<file path="config.mk">
export PLATFORM = sky130hd
export DESIGN_NAME = controller_multi_cycle
export DESIGN_NICKNAME = d
export VERILOG_FILES = /design/src/rtl/controller_multi_cycle.sv
export SDC_FILE = /design/constraint.sdc
export NUM_CORES = 1
export LEC_CHECK = 0
export CORE_ASPECT_RATIO = 0.8
export CORE_MARGIN = 2
export CORE_UTILIZATION = 44
export CTS_BUF_LIST = sky130_fd_sc_hd__clkbuf_4
export DETAILED_ROUTE_END_ITERATION = 12
export GPL_ROUTABILITY_DRIVEN = 1
export PLACE_DENSITY = 0.86
export SLEW_MARGIN = 15
export SYNTH_ARGS = -nofsm -noshare
export SYNTH_HDL_FRONTEND = slang
export SYNTH_SLANG_ARGS = --single-unit
</file>
<file path="constraint.sdc">
create_clock -name clk -period 4.1 [get_ports clk]
set_input_delay 0.82 -clock clk [delete_from_list [all_inputs] [get_ports clk]]
set_output_delay 0.82 -clock clk [all_outputs]
set_load 0.005 [all_outputs]
</file>
<file path="src/rtl/controller_multi_cycle.sv">
`default_nettype none
// ============================================================================
// controller_multi_cycle : RV32I multi-cycle control unit (Moore FSM + decode)
// Revision 1.0
// ============================================================================
module controller_multi_cycle #(
  parameter int ALU_CTRL_W    = 3,
  parameter bit SUPPORT_UPPER = 1'b1
) (
  input  logic                  clk,
  input  logic                  resetn,
  input  logic [6:0]            op,
  input  logic [2:0]            funct3,
  input  logic                  funct7b5,
  input  logic                  Zero,
  input  logic                  LT,
  input  logic                  LTU,
  input  logic                  mem_ready,
  output logic                  PCWrite,
  output logic                  AdrSrc,
  output logic                  MemRead,
  output logic                  MemWrite,
  output logic                  IRWrite,
  output logic [1:0]            ResultSrc,
  output logic [1:0]            ALUSrcA,
  output logic [1:0]            ALUSrcB,
  output logic [ALU_CTRL_W-1:0] ALUControl,
  output logic [2:0]            ImmSrc,
  output logic                  RegWrite,
  output logic                  illegal_instr,
  output logic [3:0]            state_o
);

  typedef enum logic [3:0] {
    S_FETCH    = 4'd0,
    S_DECODE   = 4'd1,
    S_MEMADR   = 4'd2,
    S_MEMREAD  = 4'd3,
    S_MEMWB    = 4'd4,
    S_MEMWRITE = 4'd5,
    S_EXECR    = 4'd6,
    S_EXECI    = 4'd7,
    S_ALUWB    = 4'd8,
    S_BRANCH   = 4'd9,
    S_JAL      = 4'd10,
    S_JALR     = 4'd11,
    S_LUI      = 4'd12,
    S_AUIPC    = 4'd13,
    S_LINK     = 4'd14,
    S_TRAP     = 4'd15
  } state_t;

  localparam logic [2:0] c_alu_add = 3'b000;
  localparam logic [2:0] c_alu_sub = 3'b001;
  localparam logic [2:0] c_alu_and = 3'b010;
  localparam logic [2:0] c_alu_or  = 3'b011;
  localparam logic [2:0] c_alu_xor = 3'b100;
  localparam logic [2:0] c_alu_slt = 3'b101;
  localparam logic [2:0] c_alu_sll = 3'b110;
  localparam logic [2:0] c_alu_srl = 3'b111;

  state_t     r_state;
  state_t     w_next;
  logic [2:0] w_alu_dec;
  logic [2:0] w_alu;
  logic       w_taken;
  logic       w_pcwrite;
  logic       w_memread;
  logic       w_memwrite;
  logic       w_irwrite;
  logic       w_regwrite;

  always_ff @(posedge clk or negedge resetn) begin
    if (!resetn) r_state <= S_FETCH;
    else         r_state <= w_next;
  end

  // ALU operation for R/I-type execute; sub only for R-type with bit30 set
  always_comb begin
    w_alu_dec = c_alu_add;
    case (funct3)
      3'b000:  w_alu_dec = (funct7b5 & op[5]) ? c_alu_sub : c_alu_add;
      3'b001:  w_alu_dec = c_alu_sll;
      3'b010:  w_alu_dec = c_alu_slt;
      3'b100:  w_alu_dec = c_alu_xor;
      3'b101:  w_alu_dec = c_alu_srl;
      3'b110:  w_alu_dec = c_alu_or;
      3'b111:  w_alu_dec = c_alu_and;
      default: w_alu_dec = c_alu_add;
    endcase
  end

  always_comb begin
    w_taken = 1'b0;
    case (funct3)
      3'b000:  w_taken = Zero;
      3'b001:  w_taken = ~Zero;
      3'b100:  w_taken = LT;
      3'b101:  w_taken = ~LT;
      3'b110:  w_taken = LTU;
      3'b111:  w_taken = ~LTU;
      default: w_taken = 1'b0;
    endcase
  end

  always_comb begin
    ImmSrc = 3'b000;
    case (op)
      7'b0100011:             ImmSrc = 3'b001;
      7'b1100011:             ImmSrc = 3'b010;
      7'b1101111:             ImmSrc = 3'b011;
      7'b0110111, 7'b0010111: ImmSrc = 3'b100;
      default:                ImmSrc = 3'b000;
    endcase
  end

  always_comb begin
    w_next     = r_state;
    w_pcwrite  = 1'b0;
    w_memread  = 1'b0;
    w_memwrite = 1'b0;
    w_irwrite  = 1'b0;
    w_regwrite = 1'b0;
    AdrSrc     = 1'b0;
    ResultSrc  = 2'b00;
    ALUSrcA    = 2'b00;
    ALUSrcB    = 2'b00;
    w_alu      = c_alu_add;
    case (r_state)
      S_FETCH: begin
        w_memread = 1'b1;
        ALUSrcB   = 2'b10;
        ResultSrc = 2'b10;
        w_irwrite = mem_ready;
        w_pcwrite = mem_ready;
        if (mem_ready) w_next = S_DECODE;
      end
      S_DECODE: begin
        ALUSrcA = 2'b01;
        ALUSrcB = 2'b01;
        case (op)
          7'b0000011, 7'b0100011: w_next = S_MEMADR;
          7'b0110011:             w_next = S_EXECR;
          7'b0010011:             w_next = S_EXECI;
          7'b1100011:             w_next = S_BRANCH;
          7'b1101111:             w_next = S_JAL;
          7'b1100111:             w_next = S_JALR;
          7'b0110111:             w_next = SUPPORT_UPPER ? S_LUI : S_TRAP;
          7'b0010111:             w_next = SUPPORT_UPPER ? S_AUIPC : S_TRAP;
          default:                w_next = S_TRAP;
        endcase
      end
      S_MEMADR: begin
        ALUSrcA = 2'b10;
        ALUSrcB = 2'b01;
        w_next  = op[5] ? S_MEMWRITE : S_MEMREAD;
      end
      S_MEMREAD: begin
        AdrSrc    = 1'b1;
        w_memread = 1'b1;
        if (mem_ready) w_next = S_MEMWB;
      end
      S_MEMWB: begin
        ResultSrc  = 2'b01;
        w_regwrite = 1'b1;
        w_next     = S_FETCH;
      end
      S_MEMWRITE: begin
        AdrSrc     = 1'b1;
        w_memwrite = 1'b1;
        if (mem_ready) w_next = S_FETCH;
      end
      S_EXECR: begin
        ALUSrcA = 2'b10;
        w_alu   = w_alu_dec;
        w_next  = S_ALUWB;
      end
      S_EXECI: begin
        ALUSrcA = 2'b10;
        ALUSrcB = 2'b01;
        w_alu   = w_alu_dec;
        w_next  = S_ALUWB;
      end
      S_ALUWB: begin
        w_regwrite = 1'b1;
        w_next     = S_FETCH;
      end
      S_BRANCH: begin
        ALUSrcA = 2'b10;
        w_alu   = c_alu_sub;
        // funct3 010/011 has no branch meaning and traps without redirecting
        if (funct3[2:1] == 2'b01) begin
          w_next = S_TRAP;
        end else begin
          w_pcwrite = w_taken;
          w_next    = S_FETCH;
        end
      end
      S_JAL: begin
        w_pcwrite = 1'b1;
        ALUSrcA   = 2'b01;
        ALUSrcB   = 2'b10;
        w_next    = S_ALUWB;
      end
      S_JALR: begin
        ALUSrcA   = 2'b10;
        ALUSrcB   = 2'b01;
        ResultSrc = 2'b10;
        if (funct3 == 3'b000) begin
          w_pcwrite = 1'b1;
          w_next    = S_LINK;
        end else begin
          w_next = S_TRAP;
        end
      end
      S_LINK: begin
        ALUSrcA = 2'b01;
        ALUSrcB = 2'b10;
        w_next  = S_ALUWB;
      end
      S_LUI: begin
        ALUSrcA = 2'b11;
        ALUSrcB = 2'b01;
        w_next  = S_ALUWB;
      end
      S_AUIPC: begin
        ALUSrcA = 2'b01;
        ALUSrcB = 2'b01;
        w_next  = S_ALUWB;
      end
      S_TRAP: w_next = S_TRAP;
      default: w_next = S_FETCH;
    endcase
  end

  // Enables are masked by reset so an access in flight drops immediately
  assign PCWrite       = resetn & w_pcwrite;
  assign MemRead       = resetn & w_memread;
  assign MemWrite      = resetn & w_memwrite;
  assign IRWrite       = resetn & w_irwrite;
  assign RegWrite      = resetn & w_regwrite;
  assign ALUControl    = ALU_CTRL_W'(w_alu);
  assign illegal_instr = (r_state == S_TRAP);
  assign state_o       = r_state;

endmodule
`default_nettype wire

</file>
---- After elaboration in Yosys (flattened, before gate mapping) ----
Cells that the tools add are included.
W data, S select, Z words.
storage, ports and cells
  output and inout port bits .............. 23
  bits in registers ....................... 4
  word-level logic and storage cells ...... 83
operators by class
  muxes and demuxes ....................... 24
  bitwise logic cells ..................... 9
  equal/unequal tests ..................... 34
  reduce and logical (&&, ||, !) cells .... 15
operators by type and width
  kind                  number
  $pmux W4 S10          1
  $eq A4 B4 Y1 const B  8
  $pmux W4 S8           1
  $eq A7 B6 Y1 const B  3
  $eq A7 B7 Y1 const B  3
  $pmux W3 S7           1
  $eq A4 B3 Y1 const B  4
  $mux W4               4
  $eq A7 B5 Y1 const B  2
  $reduce_or A2 Y1      7
  $eq A3 B3 Y1 const B  4
  $pmux W3 S4           1
  $reduce_or A6 Y1      2
  $mux W1               9
  $eq A4 B2 Y1 const B  2
  $pmux W2 S2           2
  $eq A7 B2 Y1 const B  1
  $and A1 B1 Y1         6
  $ne A2 B2 Y1 const B  3
  $pmux W1 S6           1
  $pmux W2 S3           1
  $pmux W3 S2           1
  $reduce_or A5 Y1      1
  $eq A4 B1 Y1 const B  1
  other kinds (11)      13

---- Logic depth before layout (Yosys ltp) ----
Gate-level depths: netlist of the first run.
  word-level depth ........................ 5
  mapped depth ............................ 6
  gate-level depth less buffers ........... 4

---- Least setup slack after synthesis of the first run ----
Ideal clock, no wire load.
  kind .................................... in2out
  start point ............................. input port funct3[0]
  end point ............................... output port PCWrite
  path slack .............................. 1.685 ns
  data arrival time ....................... 1.595 ns
  stages on the path ...................... 5
  data required time ...................... 3.280 ns
  path through ............................ clkbuf_1 nor2_1 a21oi_1 o22ai_1 a22o_1
on the way
  word-level cells in the longest chain between the ends .. 5
RTL lines
  item                                        line  source
  start: declaration                          13    input logic [2:0] funct3,
  $eq A3 B3 Y1, or another cell as far along  95    case (funct3)
  $pmux W1 S6                                 95
  $mux W1                                     192   if (funct3[2:1] == 2'b01) begin
  $pmux W1 S4 (*)                             129   case (r_state)
  $and A1 B1 Y1 (*)                           237   assign PCWrite = resetn & w_pcwrite;
  end: declaration                            19    output logic PCWrite,
Every way passes the cells marked *; elsewhere a longest branch is shown, timed or not.

---- Worst setup path in the final report of the first run ----
  start point ............................. input port funct3[2]
  end point ............................... output port PCWrite
Same word-level chain as after synthesis.

==> results of run 1 <==
==> worst max-delay path, cell delays in order <==
cell             delay (ps)
clkdlybuf4s50_1         580
mux2i_1                 260
xor2_1                   90
o22ai_1                 170
a22o_1                  150
clkdlybuf4s50_1         490
==> synthesized netlist by cell type, types with 3 or more instances <==
| cell type | number | share of area |
|---|---|---|
| mux2i_1 | 3 | 0.039 |
| nand2_1 | 17 | 0.082 |
| nor2b_1 | 3 | 0.024 |
| nor3_1 | 4 | 0.026 |
| clkbuf_1 | 3 | 0.014 |
| xnor2_1 | 4 | 0.045 |
| o21ai_0 | 5 | 0.032 |
| a21oi_1 | 12 | 0.077 |
| inv_1 | 6 | 0.029 |
| dfrtp_1 | 4 | 0.13 |
| nor2_1 | 9 | 0.043 |
| and3_1 | 4 | 0.032 |
| o22ai_1 | 3 | 0.024 |
| o2bb2ai_1 | 3 | 0.034 |
| buf_2 | 6 | 0.039 |
==> path summary, 6_finish.rpt <==
path | endpoint | slack, ps
setup / recovery | PCWrite | 730
hold / removal | state_o[3]$_DFFE_PN0P_ | 810
max in group asynchronous | state_o[1]$_DFFE_PN0P_ | 3010
setup reg to reg | state_o[0]$_DFFE_PN0P_ | 2500
min in group asynchronous | state_o[2]$_DFFE_PN0P_ | 850
hold reg to reg | state_o[3]$_DFFE_PN0P_ | 810
==> through the flow <==
| stage | power, mW | area (um2) | instances | util |
|---|---|---|---|---|
| 6_report | 0.6271 | 1160 | 171 | 0.7060 |
| 5_1_grt | 0.6847 | 1160 | 171 | 0.7060 |
| 4_1_cts | 0.6258 | 1160 | 171 | 0.7060 |
| 3_5_place_dp | 0.5746 | 1137 | 168 | 0.6923 |
| 3_3_place_gp | 0.5687 | 1137 | 168 | 0.6923 |
| 2_1_floorplan | 0.3779 | 779.5 | 118 | - |
==> cell usage in the layout (no fill, tap or decap), types with 3 or more instances in the layout <==
cell type and n:
clkdlybuf4s50_1 39, nand2_1 17, a21oi_1 12, nor2_1 9
inv_1 6, o21ai_0 5, xnor2_1 4, and3_1 4
nor3_1 4, dfrtp_1 4, nor2b_1 3, o22ai_1 3
mux2i_1 3, o2bb2ai_1 3, clkbuf_4 3
==> power breakdown <==
part,switching [mW],internal [mW],leakage (nW)
sequential,0.0857,0.0567,0.0505
combinational,0.182,0.253,0.388
clock,0.0167,0.0328,0.0138
==> per-layer routing <==
| layer | vias to the layer above | routed length, um | share of wire | track usage |
|---|---|---|---|---|
| li1 | 489 | - | - | - |
| met1 | 432 | 1032 | 0.46 | 0.3201 |
| met2 | 49 | 1084 | 0.48 | 0.3610 |
| met3 | 0 | 132 | 0.059 | 0.003597 |
| met4 | 0 | 0 | 0 | 0.04865 |
| met5 | - | 0 | 0 | 0 |
==> logic make-up after synthesis <==
group | after synthesis | share of synthesized area
AOI/OAI and AO/OA | 39 | 0.3387
xor gates and xnor gates | 6 | 0.06742
buffers and inverters | 17 | 0.1059
DFF | 4 | 0.1284
muxes | 3 | 0.03852
and+or+nand+nor | 49 | 0.3210
==> layout make-up <==
cell class | count | area (um2)
clock buffer | 3 | 22.52
tap | 22 | 27.53
sequential | 4 | 100.1
timing repair buffer | 39 | 390.4
multi-input combinational | 97 | 596.8
inverter | 6 | 22.52
fill | 138 | 483.0
==> flow_summary_export.csv, run 1 <==
group,metric,value,unit
outcome,outcome,"complete, no violations",
clock_network,cts_tree,"built",
die,io_pins,40,
timing,fin_worst_skew,6.286,ps
cells_and_area,antenna_cells,0,
logic_synthesis,synth_warnings,0,
placed_design,pre_cts_ws,740.6,ps
timing,fin_crit_sh,0.8230,
clock_network,path_clk_slew,40,ps
cells_and_area,finalNetCount,168,
timing,setup_tns,0,ps
grt,track_usage,0.2199,
timing,worst_pin_slew,624.8,ps
power_and_ir_drop,ir_drop,223.4,uV
cells_and_area,drive_gt1_frac,0.04698,
clock_network,postCtsSetupBuffers,0,
timing,hold_slack,808.6,ps
placed_design,dp_hpwl,1.716,mm
setup_path,r2r.worst_path.cells,4,
timing,setup_ws,725.8,ps
cells_and_area,syn_to_final_growth,48.80,%
job,drv_cap,0,
timing,timing.final.crit_period,3374,ps
placed_design,portBuffers,39,
grt,grt_pass1_wl,3.795,mm
die,fp.dieH,41.65,um
clock_network,cts_sinks,4,
clock_network,cts_buffers,3,
timing,fmax,296.4,MHz
setup_path,crit-reg2reg-launch,"state_o[0]$_DFFE_PN0P_",
clock_network,hold_buffers,0,
clock_network,clock_path_buffers,2,
die,die_area,2126,um2
route,dr_total_vias,970,
power_and_ir_drop,powerDensity,540.7,nW/um2
setup_path,cp-end-kind,"output pin",
logic_synthesis,synth_edf_count,0,
setup_path,required,3280,ps
logic_synthesis,ys_async_sr_fraction,1.000,
timing,rsz0062_at_grt,"false",
logic_synthesis,synthFlopType,"dfrtp_1",
grt,antenna_found_initial,0,
grt,grt_max_degree,21,
hold_path,hold_class,"register to register",
route,antenna_left,0,
route,viasPerCell,5.673,
logic_synthesis,syn_nets,135,
die,die_w,51.06,um
clock_network,htreeDepth,1,
timing,slew_headroom,0.5835,
route,drt_first_pass_iters,5,
route,avgRoutedWirePerCell,13.15,um
power_and_ir_drop,leakagePower,0.4521,nW
die,std_cell_rows,13,
logic_synthesis,synthesis.area,779.5,um2
cells_and_area,largest_reg_flops,4,
setup_path,cp-start-kind,"input port",
timing,maxSlewViolCount,0,
logic_synthesis,synth.yosys.seq_area_share,0.1284,
grt,gr-total-overflow,0,
setup_path,setup.worst_path.class,"input port to output pin",
setup_path,critPathMaxFanout,6,
logic_synthesis,ys_ff_latch,4,
logic_synthesis,avgSynthCellArea,6.606,um2
setup_path,worstPathArrival,2550,ps
placed_design,gp_congestion,0.8605,
timing,finalHoldViolCount,0,
logic_synthesis,synthCells,118,
logic_synthesis,ys_types,41,
route,drc,0,
route,drt_iter0_drc,34,
grt,grt_pass1_vias,846,
clock_network,cts-root-buf,"clkbuf_4",
route,wl,2.249,mm
hold_path,min_from,"state_o[0]$_DFFE_PN0P_",
die,initial_utilization,0.4745,
die,coreArea,1643,um2
timing,setup_viol,0,
hold_path,hold_path_depth,1,
clock_network,clock_latency,230,ps
setup_path,worstSetupStartpoint,"funct3[2]",
clock_network,post_cts_resized,0,
(Power assumes the default switching activity.)
==> run 2, diff against run 1 <==
- CORE_UTILIZATION: 44 -> 37
- PLACE_DENSITY: 0.86 -> 0.76
- clock period: 4.1 -> 2.8 ns (I/O delays scaled with it)
==> run 2 against run 1 <==
Effect of this change: sequential share of layout area is 0.58 points lower; critical endpoint unchanged; sequential power is 21% higher; cell count is 7.6% higher; critical path depth stayed put; critical path type unchanged; global-route usage is 1.1 points lower; largest cell class unchanged; clock power is 41% higher; via count is 3.5% higher; worst hold slack worse by 180 ps.
==> flow_summary_export.csv, run 2 (synthesis gave the netlist of run 1 again) <==
group,metric,value,unit
timing,worst_pin_slew,637.8,ps
route,avgRoutedWirePerCell,13.24,um
power_and_ir_drop,p_clk_frac,0.071,
setup_path,worstSetupStartpoint,"funct3[0]",
clock_network,post_cts_resized,1,
setup_path,cpMostUsedCell,"clkdlybuf4s50_1",
cells_and_area,mostFrequentLayoutCells,"clkdlybuf4s50_1, nand2_1, a21oi_1, buf_4, nor2_1",
placed_design,dpl.cell_count,181,
setup_path,r2r.worst_path.cells,5,
grt,track_usage,0.2091,
cells_and_area,antenna_cells,0,
timing,maxSlewViolCount,0,
power_and_ir_drop,powerDensity,791.4,nW/um2
placed_design,dp_hpwl,1.995,mm
clock_network,clock_path_buffers,2,
setup_path,reg2reg_to,"state_o[2]$_DFFE_PN0P_",
clock_network,cts_buffers,3,
grt,grt_max_degree,21,
setup_path,cp-end-kind,"output pin",
hold_path,hold_class,"register to register",
grt,grt_pass1_vias,911,
cells_and_area,final_common_cell,"clkdlybuf4s50_1",
cells_and_area,finalNetCount,179,
cells_and_area,syn_to_final_growth,59.55,%
placed_design,portBuffers,39,
route,dr_total_vias,1004,
clock_network,hold_buffers,0,
clock_network,path_clk_slew,40,ps
setup_path,worstPathArrival,2140,ps
timing,hold_slack,633.4,ps
setup_path,regToRegSetupSlack,1230,ps
timing,setup_tns,0,ps
die,die_w,55.32,um
route,wl,2.436,mm
timing,timing.final.crit_period,2696,ps
grt,antenna_found_initial,0,
clock_network,postCtsSetupBuffers,0,
power_and_ir_drop,pwr-share-comb,0.755,
die,coreArea,1927,um2
timing,fmax,370.9,MHz
clock_network,cts_tree,"built",
die,initial_utilization,0.4045,
power_and_ir_drop,ir_drop,507.6,uV
job,drv_cap,0,
setup_path,endpoint,"PCWrite",
cells_and_area,fill_cells,192,
power_and_ir_drop,power,0.9843,mW
setup_path,slowest_stage,"clkdlybuf4s50_1",
cells_and_area,largest_reg_flops,4,
power_and_ir_drop,swShare,0.4407,
timing,rsz0062_at_grt,"false",
die,fp.dieH,45.06,um
timing,setup_viol,0,
grt,grt_pass1_wl,4.209,mm
setup_path,cpPeakStageDelay,500,ps
clock_network,htreeDepth,1,
clock_network,cts_sinks,4,
power_and_ir_drop,leakagePower,0.5062,nW
die,std_cell_rows,14,
power_and_ir_drop,p_seq_frac,0.174,
route,drt_first_pass_iters,5,
power_and_ir_drop,p_int,0.5505,mW
cells_and_area,fin_cells,184,
clock_network,cts-root-buf,"clkbuf_4",
die,io_pins,40,
timing,fin_crit_sh,0.9629,
die,die_area,2492,um2
timing,finalHoldViolCount,0,
setup_path,crit_chain,"clkdlybuf4s50_1 -> buf_4 -> xor2_1 -> o22ai_1 -> a22o_1 -> clkdlybuf4s50_1",
power_and_ir_drop,power_switching,0.4337,mW
clock_network,clock_latency,230,ps
timing,slew_headroom,0.5748,
route,antenna_left,0,
timing,fin_worst_skew,3.635,ps
setup_path,setup.worst_path.class,"input port to output pin",
route,drc,0,
setup_path,critPathMaxFanout,5,
outcome,outcome,"complete, no violations",
setup_path,cp-start-kind,"input port",
cells_and_area,drive_gt1_frac,0.1188,
setup_path,crit-reg2reg-launch,"state_o[3]$_DFFE_PN0P_",
setup_path,required,2240,ps
route,drt_iter0_drc,34,
grt,gr-total-overflow,0,
route,viasPerCell,5.457,
placed_design,gp_congestion,0.8170,
==> run 2: worst max-delay path: cells and delay by family <==
kind            cells  cell delay, ps
buf+inv             3            1110
compound gates      2             310
xor+xnor            1             160
==> run 2: power by group through the flow <==
stage	logic (mW)	clock network, mW	registers (mW)
2_1_floorplan	0.446	0	0.107
3_3_place_gp	0.727	0	0.170
3_5_place_dp	0.743	0	0.172
4_1_cts	0.746	0.0719	0.172
5_1_grt	0.815	0.0784	0.184
6_report	0.743	0.0696	0.172
==> run 2: worst min-delay path by stage <==
stage | start | endpoint | slack [ps] | depth (start not counted)
after global placement | state_o[0]$_DFFE_PN0P_ | state_o[3]$_DFFE_PN0P_ | 620 | 1
after floorplan | resetn | state_o[0]$_DFFE_PN0P_ | 260 | 0
final | state_o[0]$_DFFE_PN0P_ | state_o[3]$_DFFE_PN0P_ | 630 | 1
after CTS | state_o[0]$_DFFE_PN0P_ | state_o[3]$_DFFE_PN0P_ | 640 | 1
after detailed placement | state_o[0]$_DFFE_PN0P_ | state_o[3]$_DFFE_PN0P_ | 640 | 1
after global routing | resetn | state_o[2]$_DFFE_PN0P_ | 670 | 2
==> run 2: layer usage <==
layer	routed length, um	global-route usage
met3	80	0.02579
met4	0	0.01463
met5	0	0
met2	1160	0.3786
met1	1195	0.2840
==> run 2: area by class of cell <==
cell class | count | area, um2 | share of cell area
Multi-Input combinational cell | 97 | 596.8 | 0.4799
Timing Repair Buffer | 50 | 471.7 | 0.3793
Sequential cell | 4 | 100.1 | 0.08048
Tap cell | 24 | 30.03 | 0.02414
Clock buffer | 3 | 22.52 | 0.01811
Inverter | 6 | 22.52 | 0.01811
==> run 2: stage by stage <==
| step | util | setup slack [ps] | instance area (um2) |
|---|---|---|---|
| after floorplan | - | 905.4 | 779.5 |
| after global placement | 0.6344 | 11.39 | 1222 |
| after detailed placement | 0.6344 | -87.83 | 1222 |
| after CTS | 0.6455 | 113.2 | 1244 |
| after global routing | 0.6455 | 15.74 | 1244 |
| final | 0.6455 | 103.9 | 1244 |
